### src/rtl/stack_alu_8.sv
// Stack-machine execute stage: pops operands from the data stack, computes an 8-bit result, pushes it back.
// Optional feature: define STACK_ALU_MUL_EN to enable opcode 11 (MUL, low byte of A*B).
module stack_alu_8 (
    input  logic       CLK,
    input  logic       RST,
    input  logic       CMD_VALID,
    output logic       CMD_READY,
    input  logic [3:0] CMD_OP,
    input  logic [7:0] CMD_IMM,
    output logic       DONE,
    output logic       ERR,
    output logic [1:0] ERR_CODE,
    output logic [7:0] LAST_RESULT,
    input  logic       ST_FULL,
    input  logic       ST_EMPTY,
    output logic       ST_PUSH_VALID,
    output logic [7:0] ST_PUSH_DATA,
    output logic       ST_POP_EN,
    input  logic       ST_POP_VALID,
    input  logic [7:0] ST_POP_DATA
);

    localparam logic [3:0] OP_PUSHI = 4'd0;
    localparam logic [3:0] OP_POP   = 4'd1;
    localparam logic [3:0] OP_ADD   = 4'd2;
    localparam logic [3:0] OP_SUB   = 4'd3;
    localparam logic [3:0] OP_AND   = 4'd4;
    localparam logic [3:0] OP_OR    = 4'd5;
    localparam logic [3:0] OP_XOR   = 4'd6;
    localparam logic [3:0] OP_EQ    = 4'd7;
    localparam logic [3:0] OP_LT    = 4'd8;
    localparam logic [3:0] OP_NOT   = 4'd9;
    localparam logic [3:0] OP_DUP   = 4'd10;
    localparam logic [3:0] OP_MUL   = 4'd11;

    localparam logic [1:0] ERR_NONE      = 2'd0;
    localparam logic [1:0] ERR_UNDERFLOW = 2'd1;
    localparam logic [1:0] ERR_OVERFLOW  = 2'd2;
    localparam logic [1:0] ERR_ILLEGAL   = 2'd3;

    typedef enum logic [2:0] {
        IDLE  = 3'd0,
        POP_B = 3'd1,
        POP_A = 3'd2,
        PUSH  = 3'd3,
        FIN   = 3'd4
    } state_t;

    state_t     state_q, state_d;
    logic [3:0] op_q, op_d;
    logic [7:0] imm_q, imm_d;
    logic [7:0] a_q, a_d;
    logic [7:0] b_q, b_d;
    logic [1:0] err_code_q, err_code_d;
    logic [7:0] last_result_q, last_result_d;
    logic [7:0] result;
    logic       op_legal;

`ifdef STACK_ALU_MUL_EN
    logic [15:0] mul_full;
    assign mul_full = {8'd0, a_q} * {8'd0, b_q};
`endif

    always_comb begin
        op_legal = 1'b0;
        if (CMD_OP <= OP_DUP) begin
            op_legal = 1'b1;
        end
`ifdef STACK_ALU_MUL_EN
        if (CMD_OP == OP_MUL) begin
            op_legal = 1'b1;
        end
`endif
    end

    // Result is a pure function of the captured command and latched operands.
    always_comb begin
        result = 8'd0;
        case (op_q)
            OP_PUSHI: result = imm_q;
            OP_ADD:   result = a_q + b_q;
            OP_SUB:   result = a_q - b_q;
            OP_AND:   result = a_q & b_q;
            OP_OR:    result = a_q | b_q;
            OP_XOR:   result = a_q ^ b_q;
            OP_EQ:    result = {7'd0, (a_q == b_q)};
            OP_LT:    result = {7'd0, (a_q < b_q)};
            OP_NOT:   result = ~b_q;
            OP_DUP:   result = b_q;
`ifdef STACK_ALU_MUL_EN
            OP_MUL:   result = mul_full[7:0];
`endif
            default:  result = 8'd0;
        endcase
    end

    always_comb begin
        state_d       = state_q;
        op_d          = op_q;
        imm_d         = imm_q;
        a_d           = a_q;
        b_d           = b_q;
        err_code_d    = err_code_q;
        last_result_d = last_result_q;
        CMD_READY     = 1'b0;
        DONE          = 1'b0;
        ERR           = 1'b0;
        ST_PUSH_VALID = 1'b0;
        ST_POP_EN     = 1'b0;

        case (state_q)
            IDLE: begin
                CMD_READY = 1'b1;
                if (CMD_VALID) begin
                    op_d  = CMD_OP;
                    imm_d = CMD_IMM;
                    if (!op_legal) begin
                        state_d    = FIN;
                        err_code_d = ERR_ILLEGAL;
                    end else if (CMD_OP == OP_PUSHI) begin
                        state_d = PUSH;
                    end else if (CMD_OP == OP_DUP) begin
                        // DUP reads the top without popping it.
                        if (ST_EMPTY) begin
                            state_d    = FIN;
                            err_code_d = ERR_UNDERFLOW;
                        end else begin
                            b_d     = ST_POP_DATA;
                            state_d = PUSH;
                        end
                    end else begin
                        state_d = POP_B;
                    end
                end
            end
            POP_B: begin
                ST_POP_EN = 1'b1;
                if (ST_POP_VALID) begin
                    b_d = ST_POP_DATA;
                    if (op_q == OP_POP) begin
                        state_d    = FIN;
                        err_code_d = ERR_NONE;
                    end else if (op_q == OP_NOT) begin
                        state_d = PUSH;
                    end else begin
                        state_d = POP_A;
                    end
                end else begin
                    state_d    = FIN;
                    err_code_d = ERR_UNDERFLOW;
                end
            end
            POP_A: begin
                ST_POP_EN = 1'b1;
                if (ST_POP_VALID) begin
                    a_d     = ST_POP_DATA;
                    state_d = PUSH;
                end else begin
                    state_d    = FIN;
                    err_code_d = ERR_UNDERFLOW;
                end
            end
            PUSH: begin
                state_d = FIN;
                if (!ST_FULL) begin
                    ST_PUSH_VALID = 1'b1;
                    last_result_d = result;
                    err_code_d    = ERR_NONE;
                end else begin
                    err_code_d = ERR_OVERFLOW;
                end
            end
            FIN: begin
                DONE    = 1'b1;
                ERR     = (err_code_q != ERR_NONE);
                state_d = IDLE;
            end
            default: state_d = IDLE;
        endcase
    end

    always_ff @(posedge CLK) begin
        if (RST) begin
            state_q       <= IDLE;
            op_q          <= 4'd0;
            imm_q         <= 8'd0;
            a_q           <= 8'd0;
            b_q           <= 8'd0;
            err_code_q    <= ERR_NONE;
            last_result_q <= 8'd0;
        end else begin
            state_q       <= state_d;
            op_q          <= op_d;
            imm_q         <= imm_d;
            a_q           <= a_d;
            b_q           <= b_d;
            err_code_q    <= err_code_d;
            last_result_q <= last_result_d;
        end
    end

    // The error code register is written on entry to FIN, so it reads the new code during DONE and holds after.
    assign ERR_CODE     = err_code_q;
    assign LAST_RESULT  = last_result_q;
    assign ST_PUSH_DATA = result;

endmodule
### config.mk
export PLATFORM = sky130hd
export DESIGN_NAME = stack_alu_8
export DESIGN_NICKNAME = d
export VERILOG_FILES = /design/src/rtl/stack_alu_8.sv
export SDC_FILE = /design/constraint.sdc
export NUM_CORES = 1
export LEC_CHECK = 0
export CAP_MARGIN = 20
export CELL_PAD_IN_SITES_DETAIL_PLACEMENT = 0
export CELL_PAD_IN_SITES_GLOBAL_PLACEMENT = 1
export CORE_MARGIN = 5
export CORE_UTILIZATION = 40
export CTS_CLUSTER_DIAMETER = 30
export DETAILED_ROUTE_END_ITERATION = 6
export PLACE_DENSITY_LB_ADDON = 0.1
export SETUP_SLACK_MARGIN = 0.15
export SYNTH_ARGS = -nofsm -noshare
export SYNTH_HDL_FRONTEND = slang
export SYNTH_SLANG_ARGS = --single-unit
### constraint.sdc
create_clock -name CLK -period 3.4 [get_ports CLK]
set_clock_uncertainty 0.1 [all_clocks]
set_input_delay 0.51 -clock CLK [delete_from_list [all_inputs] [get_ports CLK]]
set_output_delay 0.51 -clock CLK [all_outputs]
set_load 0.03 [all_outputs]
**After elaboration in Yosys (flattened, before gate mapping)**

Index checks and enable logic that the tools add are counted.

- Bits in registers: 41
- Word-level logic and storage cells: 90
- Output and inout bits: 23
- Input port bits: 26

- Muxes and demuxes: 35
- $add $sub $neg: 2
- Reductions and logical operators: 12
- Eq/ne operators: 27
- Bitwise logic cells: 5
- $lt $le $gt $ge: 2

Operator list:

| kind | count |
|---|---|
| $pmux 8 s10 | 1 |
| $mux 8 | 6 |
| $mux 3 | 8 |
| $mux 2 | 9 |
| $eq 4x3->1 const B | 4 |
| $eq 4x4->1 const B | 4 |
| $pmux 8 s2 | 1 |
| $ne 2x2->1 const B | 7 |
| $reduce_and 7->1 | 2 |
| $ne 3x3->1 const B | 4 |
| $pmux 3 s4 | 1 |
| $add 8x8->8 | 1 |
| $and 8x8->8 | 1 |
| $eq 4x2->1 const B | 2 |
| $eq 8x8->1 | 1 |
| $logic_not 4->1 | 2 |
| $lt 8x8->1 | 1 |
| $mux 1 | 8 |
| $not 8->8 | 1 |
| $or 8x8->8 | 1 |
| $pmux 2 s4 | 1 |
| $sub 8x8->8 | 1 |
| $xor 8x8->8 | 1 |
| $eq 3x2->1 const B | 2 |
| other kinds (10) | 13 |

**Depth between registers and ports, before layout**

Gate-level depths: netlist (run 1).

- Depth after elaboration: 6
- Depth in mapped cells: 10
- Depth with buffers taken out: 10

**Least setup slack after synthesis (run 1)**

Ideal clock, no wire load.

- Kind: register to output
- From: register a_q[1]
- To: output ST_PUSH_DATA[7]
- Data required time: 2.790 ns
- Path buffers: 0
- Data arrival time: 2.099 ns
- Path slack: 0.691 ns
- Stages on the path, launching flop included: 8
- Cell sequence: dfxtp_1 > inv_1 > ha_1 > o21bai_1 > a21oi_2 > a211oi_1 > mux2_4 > a311o_1

- Longest elaborated chain between the ends: 2
- Elaborated cells on any way between the ends: 3
- Those cells by class: add/sub: 2; mux: 1

RTL lines:

| item | RTL line | RTL |
|---|---|---|
| start: declaration | 52 | `logic [7:0] a_q, a_d;` |
| start signal: assignment | 187 | `a_q <= 8'd0;` |
| start signal: assignment | 195 | `a_q <= a_d;` |
| $sub 8x8->8 or $add 8x8->8 (tied branches) | 82, 81 |  |
| $pmux 8 s10 (*) | 79 | `case (op_q)` |
| end: declaration | 17 | `output logic [7:0] ST_PUSH_DATA,` |

Every way passes the cells marked *; elsewhere a longest branch is shown, timed or not.

**Worst setup path in the final report (run 1)**

- From: register a_q[2]
- To: output ST_PUSH_DATA[5]

The elaborated chain is that of the path after synthesis.

==> flow_summary.toml, run 1 <==
[clock_network]
clkTransAtPathRegs_ps = 80
cts_tree = "done"
clock_path_buffers = 2
cts.sinks = 41
cts_buffers = 5
clock_latency_ps = 300
clock-root-buffer = "clkbuf_8"
postCtsSetupBuffers = 0
ctsHoldBuffers = 0
ctsHtreeMaxLevel = 2

[setup_path]
setup.worst_path.end_class = "primary output"
crit_fanout = 5
cp_slowest_cell = "a221o_1"
reg2reg_slack_ps = 970
crit_arrival_ps = 2520
cp_num_buf_inv = 3
critPathMostFrequentCell = "nand2_1"
startpoint_type = "register"
max_stage_delay_ps = 370
crit_family = "compound AO/OA/AOI/OAI gates"
required_ps = 2790
crit_type = "register to primary output"
worstPathCellList = "inv_1 -> ha_1 -> buf_4 -> a21oi_2 -> o221ai_1 -> a221o_1 -> nand2_1 -> nand2_1 -> dlygate4sd2_1"
r2r-start = "op_q[1]"
startpoint = "a_q[2]"

[run_status]
status = "finished, final reports clean"

[floorplan]
io_pins = 49
rows = 32
die-area_um2 = 9612
dieHeight_um = 98.04
dieWidth_um = 98.04
start_util_pct = 40.54
coreArea_um2 = 7647

[timing]
fmax_mhz = 319.6
rsz0062_at_grt = "true"
tightest_slew_ps = 828.5
finalSetupViolations = 0
slew_headroom_pct = 44.56
post-route-period-util_pct = 92.03
hold-worst-slack_ps = 361.6
hold_viol = 0
tns_ps = 0
slew_viol_final = 0
min_period_ps = 3129

[synth]
syn_area_um2 = 3100
ys_types = 63
synthesis.nets = 460
synthCells = 407
ys.flop_type = "dfxtp_1"
seq_area_frac_synth_pct = 26.47
ys_warn_count = 0
synth_top_cell_area_share_pct = 26.47
yosysTopAreaCell = "dfxtp_1"
ys_top_cells_by_area = "dfxtp_1, ha_1, nand2_1"
synth_edf_count = 0
async_reset_ff_share_pct = 0
synth-seq-cells = 41
avgSynthCellArea_um2 = 7.618

[pwr]
power_mw = 1.242
leakage_nw = 1.501
ir_worst_vdd_uv = 159.0
power.density_nw_per_um2 = 315.1

[cells_and_area]
drive_gt1_share_pct = 13.65
instances_no_fill = 571
layout_common_cells = "nand2_1, nor2_1, clkdlybuf4s50_1"
design_area_um2 = 3943
final_common_cell = "nand2_1"
multiInputGateArea_um2 = 2111
seq_area_um2 = 825.8
area_delta_synth_final_pct = 27.16
nets = 522
nFillCells = 793
num_antenna_cells = 0

[grt]
grt_max_degree = 39
grt_overflow_total = 0
grt_pass1_vias = 2910
grt_antenna_before_repair = 0
grt_first_pass_wirelength_um = 15310
grt_util_all_layers_pct = 19.85

[drt]
vias = 3106
drtPass1Iterations = 5
drt-total-wl_um = 9491
dr.first_iter.drc_count = 250
vias_per_cell = 5.440
antenna_left = 0
avgRoutedWirePerCell_um = 16.62
remaining_drc_errors = 0

[worst_hold_path]
hp-start = "imm_q[6]"
hold_path.class = "register to register"

[placed_design]
gp_congestion = 0.8999
dpl_cell_area_um2 = 3816
numPortBuffers = 48
dp_cells = 564
place_hpwl_um = 7427

[job]
cap_viol_max_count = 0
-- synthesized netlist by cell type, drive strengths merged (2+ instances only) --
library cell and instances:
o21a 3, o21ai 12, nor2b 7, dfxtp 41
o22a 3, inv 26, xnor2 4, a211oi 9
o211ai 3, a31oi 5, o221ai 2, a21oi 38
o31ai 3, o22ai 3, o31a 3, nand3 5
nand2 61, and3 3, a211o 2, and2 4
o2bb2ai 2, nand2b 11, nand3b 2, mux2i 14
a22oi 2, nor3 7, a21o 2, a311oi 3
mux2 3, nor2 46, ha 25, a221oi 2
o32ai 4, nor4 3, a22o 2, fa 2
buf 12, clkbuf 11, o21bai 2, a32oi 3
-- registers in the layout, indices dropped and copies added (netlist names) --
signal / count
ERR_CODE: 2
state_q: 3
op_q: 4
b_q: 8
a_q: 8
LAST_RESULT: 8
imm_q: 8
-- routing by layer --
layer  global-route usage (%)  wire length, um  vias up
li1                         -                -     1557
met1                    28.72             4664     1437
met2                    31.10             4191      102
met3                    3.214              526       10
met4                    4.153              109        0
met5                        0                0        -
-- stage by stage --
| step | setup slack [ps] | util (%) |
|---|---|---|
| 2_1_floorplan | 690.7 | - |
| 3_3_place_gp | 139.2 | 49.90 |
| 3_5_place_dp | 91.49 | 49.90 |
| 4_1_cts | 139.6 | 51.31 |
| 5_1_grt | 87.10 | 51.55 |
| 6_report | 271.1 | 51.55 |
-- final timing paths --
kind | endpoint | cells past startpoint
hold / removal | imm_q[6] | 2
setup / recovery | ST_PUSH_DATA[5] | 9
setup reg to reg | ERR_CODE[1] | 8
hold reg to reg | imm_q[6] | 2
-- worst min-delay path: cells and delay by family, from the launching register on --
family / cells / cell delay (ps)
AOI/OAI and AO/OA: 1 / 60
and+or+nand+nor: 1 / 50
DFF: 1 / 310
-- cell type report --
class	count	share of cell area (%)
timing repair buffer	78	17.52
multi-input combinational	317	53.54
sequential	41	20.95
clock buffer	6	2.095
inverter	26	2.475
clock inverter	1	0.1904
tap	102	3.237
-- where the power goes --
| group | total [mW] | switching [mW] | internal, mW |
|---|---|---|---|
| clock | 0.339 | 0.178 | 0.161 |
| sequential | 0.536 | 0.0340 | 0.502 |
| combinational | 0.367 | 0.208 | 0.159 |
-- logic make-up (layout without fill, tap and decap cells) --
group / count (synthesis) / after routing / synth area share, %
muxes: 17 / 17 / 5.851
xor gates and xnor gates: 5 / 5 / 1.412
AOI/OAI and AO/OA: 112 / 112 / 24.66
and+or+nand+nor: 156 / 156 / 23.37
DFF: 41 / 41 / 26.47
buffers and inverters: 49 / 111 / 6.860
adders and majority gates: 27 / 27 / 11.38
-- what timing repair did --
item / 4_1_cts / 5_1_grt
resized for setup: 16 / 14
endpoints found under the hold margin: 0 / 0
setup endpoints to repair: 8 / 7
(Power assumes the default switching activity.)
==> run 2, diff against run 1 <==
- CTS_BUF_LIST: unset -> sky130_fd_sc_hd__clkbuf_16
==> run 2 against run 1 <==
Sequential share of layout area down 0.20 points. Hold slack worse by 2.9 ps. Clock power up 36%. Total power grew 9.8%. Final area rose by 0.98%. Utilization increased by 0.51 points. First-iteration DRC count is 6.8% lower. Global-route usage fell by 0.12 points. Register-to-register slack worse by 90 ps. Cell count unchanged. Critical path type unchanged. Critical endpoint is now ST_PUSH_DATA[3]. Highest routed layer unchanged.
==> flow_summary.toml, run 2 (synthesized netlist as in run 1, its figures left out) <==
[clock_network]
clock_latency_ps = 280
ctsHoldBuffers = 0
clock-root-buffer = "clkbuf_16"
postCtsSetupBuffers = 0
clock_path_buffers = 2
cts_buffers = 5
cts.sinks = 41
cts_tree = "done"
ctsHtreeMaxLevel = 2
clkTransAtPathRegs_ps = 60

[cells_and_area]
num_antenna_cells = 0
drive_gt1_share_pct = 12.79
nets = 522
layout_common_cells = "nand2_1, nor2_1, clkdlybuf4s50_1"
final_common_cell = "nand2_1"
design_area_um2 = 3981
area_delta_synth_final_pct = 28.41
final_util_pct = 52.06
nFillCells = 788

[pwr]
clockPowerShare_pct = 33.8
power.density_nw_per_um2 = 342.4
p_seq_share_pct = 39.4
ir_worst_vdd_uv = 277.3
swShare_pct = 32.09
p_switching_mw = 0.4374
leakage_nw = 1.521
combPwrFrac_pct = 26.8
power.internal_mw = 0.9258

[floorplan]
dieHeight_um = 98.04
rows = 32
coreArea_um2 = 7647
die-area_um2 = 9612
dieWidth_um = 98.04
io_pins = 49
start_util_pct = 40.54

[grt]
grt_max_degree = 39
grt_antenna_before_repair = 0
grt_overflow_total = 0
grt_first_pass_wirelength_um = 15260
grt_util_all_layers_pct = 19.73
grt_pass1_vias = 2899

[drt]
remaining_drc_errors = 0
vias_per_cell = 5.366
vias = 3064
antenna_left = 0
drt-total-wl_um = 9531
drtPass1Iterations = 4
avgRoutedWirePerCell_um = 16.69
dr.first_iter.drc_count = 233

[setup_path]
r2r-start = "op_q[0]"
setup.worst_path.end_class = "primary output"
crit_arrival_ps = 2500
startpoint = "op_q[0]"
startpoint_type = "register"
crit_fanout = 14
crit_type = "register to primary output"
required_ps = 2790

[timing]
slew_headroom_pct = 45.92
tightest_slew_ps = 808.3
finalSetupViolations = 0
hold-worst-slack_ps = 358.6
tns_ps = 0
min_period_ps = 3110
slew_viol_final = 0
post-route-period-util_pct = 91.47
rsz0062_at_grt = "false"
fmax_mhz = 321.5
hold_viol = 0

[placed_design]
numPortBuffers = 48
place_hpwl_um = 7427
gp_congestion = 0.8999
dpl_cell_area_um2 = 3816

[worst_hold_path]
hp-start = "imm_q[6]"
hold_path.class = "register to register"

[job]
cap_viol_max_count = 0

[run_status]
status = "finished, final reports clean"
==> run 2: per-layer routing <==
metal  vias up  track usage [%]  share of wire, %
met5         -                0                 0
met4         0            3.514              0.86
met3         6            3.643               4.6
met2        85            30.47                44
met1      1419            28.89                50
li1       1554                -                 -
==> run 2: path summary, 6_finish.rpt <==
check	end	slack, ps	depth (start not counted)
worst max-delay path	ST_PUSH_DATA[3]	290	8
worst min-delay path	imm_q[6]	360	2
worst max register to register	ERR_CODE[1]	880	7
worst min register to register	imm_q[6]	360	2
==> run 2: layout make-up <==
class                      instances  area [um2]  area share, %
multi-input combinational        317        2103          52.83
timing repair buffer              78       690.7          17.35
inverter                          26       97.59          2.451
sequential                        41       825.8          20.74
clock buffer                       5       125.1          3.143
clock inverter                     2       11.26         0.2828
tap                              102       127.6          3.206
==> run 2: power groups by stage <==
stage / sequential (mW) / clock [mW] / combinational [mW]
finish: 0.537 / 0.461 / 0.366
floorplan: 0.533 / 0 / 0.230
detailed placement: 0.546 / 0 / 0.367
CTS: 0.535 / 0.472 / 0.366
global route: 0.541 / 0.496 / 0.397
global placement: 0.546 / 0 / 0.370
==> run 2: critical path, stage by stage, from the launching register on <==
cell	delay, ps
dfxtp_1	720
nor2_1	260
o2bb2ai_1	200
a32oi_1	160
o21ai_0	110
nor3_1	220
buf_4	160
inv_1	30
dlygate4sd2_1	340
==> run 2: what timing repair did <==
item	CTS	global route
setup endpoints to repair	8	7
pin swaps	0	0
gates cloned	0	0
gates resized for setup	10	16
==> run 2: per-stage QoR <==
stage	instances	power [mW]	worst slack, ps
after floorplan	407	0.7625	690.7
after global placement	564	0.9154	139.2
after detailed placement	564	0.9133	91.49
after CTS	571	1.373	63.05
after global routing	571	1.434	167.0
final	571	1.363	290.0
==> run 3, diff against run 2 <==
- CORE_ASPECT_RATIO: unset -> 0.75
- CORE_MARGIN: 5 -> unset
==> run 3 against run 2 <==
Combinational power up 4%. Register-to-register slack lost 20 ps. First-iteration DRC count decreased by 31%. Cell count down 0.53%. Final area increased by 0.97%. Clock-buffer cell count stayed put. Largest power group is now the clock network. Highest routed layer unchanged.
==> flow_summary.toml, run 3 (synthesized netlist as in run 1, its figures left out) <==
[timing]
tns_ps = 0
post-route-period-util_pct = 93.65
rsz0062_at_grt = "true"
hold_viol = 0
slew_viol_final = 0
setup_ws_ps = 215.9
slew_headroom_pct = 59.54
hold-worst-slack_ps = 363.7
min_period_ps = 3184
fmax_mhz = 314.1
tightest_slew_ps = 606.1
finalSetupViolations = 0

[run_status]
status = "finished, final reports clean"

[job]
cap_viol_max_count = 0

[floorplan]
die-area_um2 = 8111
coreArea_um2 = 7432
dieHeight_um = 78.25
rows = 27
io_pins = 49
start_util_pct = 41.72
dieWidth_um = 103.7

[cells_and_area]
multiInputGateArea_um2 = 2117
nets = 519
design_area_um2 = 4020
final_util_pct = 54.09
seq_area_um2 = 822.0
area_delta_synth_final_pct = 29.66
layout_common_cells = "nand2_1, nor2_1, dfxtp_1, clkdlybuf4s50_1, a21oi_1"
instances_no_fill = 568
num_antenna_cells = 0
nFillCells = 741
final_common_cell = "nand2_1"
drive_gt1_share_pct = 13.06

[drt]
dr.first_iter.drc_count = 160
antenna_left = 0
avgRoutedWirePerCell_um = 16.75
drt-total-wl_um = 9512
vias = 3165
remaining_drc_errors = 0
drtPass1Iterations = 5
vias_per_cell = 5.572

[pwr]
ir_worst_vdd_uv = 209.6
leakage_nw = 1.538
p_seq_share_pct = 34.9
power.internal_mw = 1.085
power_mw = 1.531
power.density_nw_per_um2 = 380.9
swShare_pct = 29.14
p_switching_mw = 0.4461
clockPowerShare_pct = 40.2
combPwrFrac_pct = 24.9

[worst_hold_path]
hold_path.class = "register to register"

[setup_path]
required_ps = 2790
reg2reg_slack_ps = 860
setup.worst_path.end_class = "primary output"
startpoint_type = "register"
crit_type = "register to primary output"
crit_fanout = 5
crit_arrival_ps = 2570

[placed_design]
gp_congestion = 0.9028
numPortBuffers = 48
dp_cells = 558
place_hpwl_um = 7351
pre_cts_ws_ps = 8.392
dpl_cell_area_um2 = 3777

[clock_network]
ctsHtreeMaxLevel = 2
cts.sinks = 41
clock_latency_ps = 290
cts_tree = "done"
clock-root-buffer = "clkbuf_16"
clkTransAtPathRegs_ps = 60
cts_buffers = 5
clock_path_buffers = 2

[grt]
grt_util_all_layers_pct = 24.33
grt_pass1_vias = 2953
grt_overflow_total = 0
grt_max_degree = 39
grt_first_pass_wirelength_um = 15410
grt_antenna_before_repair = 0
## run 3: cell count changes in the layout (fill, tap and decap cells not counted), sizes merged
cell,previous run,this run
buf,32,28
bufinv,0,2
clkbuf,6,8
clkinvlp,1,0
dlygate4sd2,4,3
## run 3: worst paths after layout
| kind | depth (start not counted) | end | from |
|---|---|---|---|
| max reg2reg | 9 | LAST_RESULT[7] | b_q[6] |
| min | 2 | imm_q[6] | imm_q[6] |
| max | 9 | ST_PUSH_DATA[7] | b_q[6] |
| min reg2reg | 2 | imm_q[6] | imm_q[6] |
## run 3: worst max-delay path, stage by stage (launching register included)
cell and delay (ps):
dfxtp_1 390, inv_1 90, ha_1 360, buf_4 150
o211ai_1 100, a22o_1 250, a31oi_1 240, o32ai_1 120
a311o_1 380, clkbuf_4 200
## run 3: cell type report
cell class / instances / area share (%)
clock buffers: 5 / 3.112
clock inverters: 3 / 1.618
inverters: 26 / 2.428
multi-input cells: 317 / 52.66
flip-flops and latches: 41 / 20.45
well taps: 101 / 3.143
repair buffers: 75 / 16.59
## run 3: repair_timing
action | in CTS | in global routing
setup endpoints to repair | 8 | 7
buffers inserted | 0 | 2
pin swaps | 1 | 4
hold buffers | 0 | 0
resized for setup | 13 | 17
## run 3: power groups by stage
stage	sequential [mW]	clock, mW	combinational [mW]
4_1_cts	0.534	0.633	0.366
5_1_grt	0.538	0.651	0.410
6_report	0.535	0.615	0.381
3_5_place_dp	0.545	0	0.367
2_1_floorplan	0.533	0	0.230
3_3_place_gp	0.544	0	0.366
## run 3: metal layers
metal	part of all wire, %	vias to the layer above	global-route usage (%)
met5	0	-	0
met4	2.9	0	9.429
met3	6.6	21	3.322
met2	40	134	36.71
met1	50	1463	35.01
li1	-	1547	-
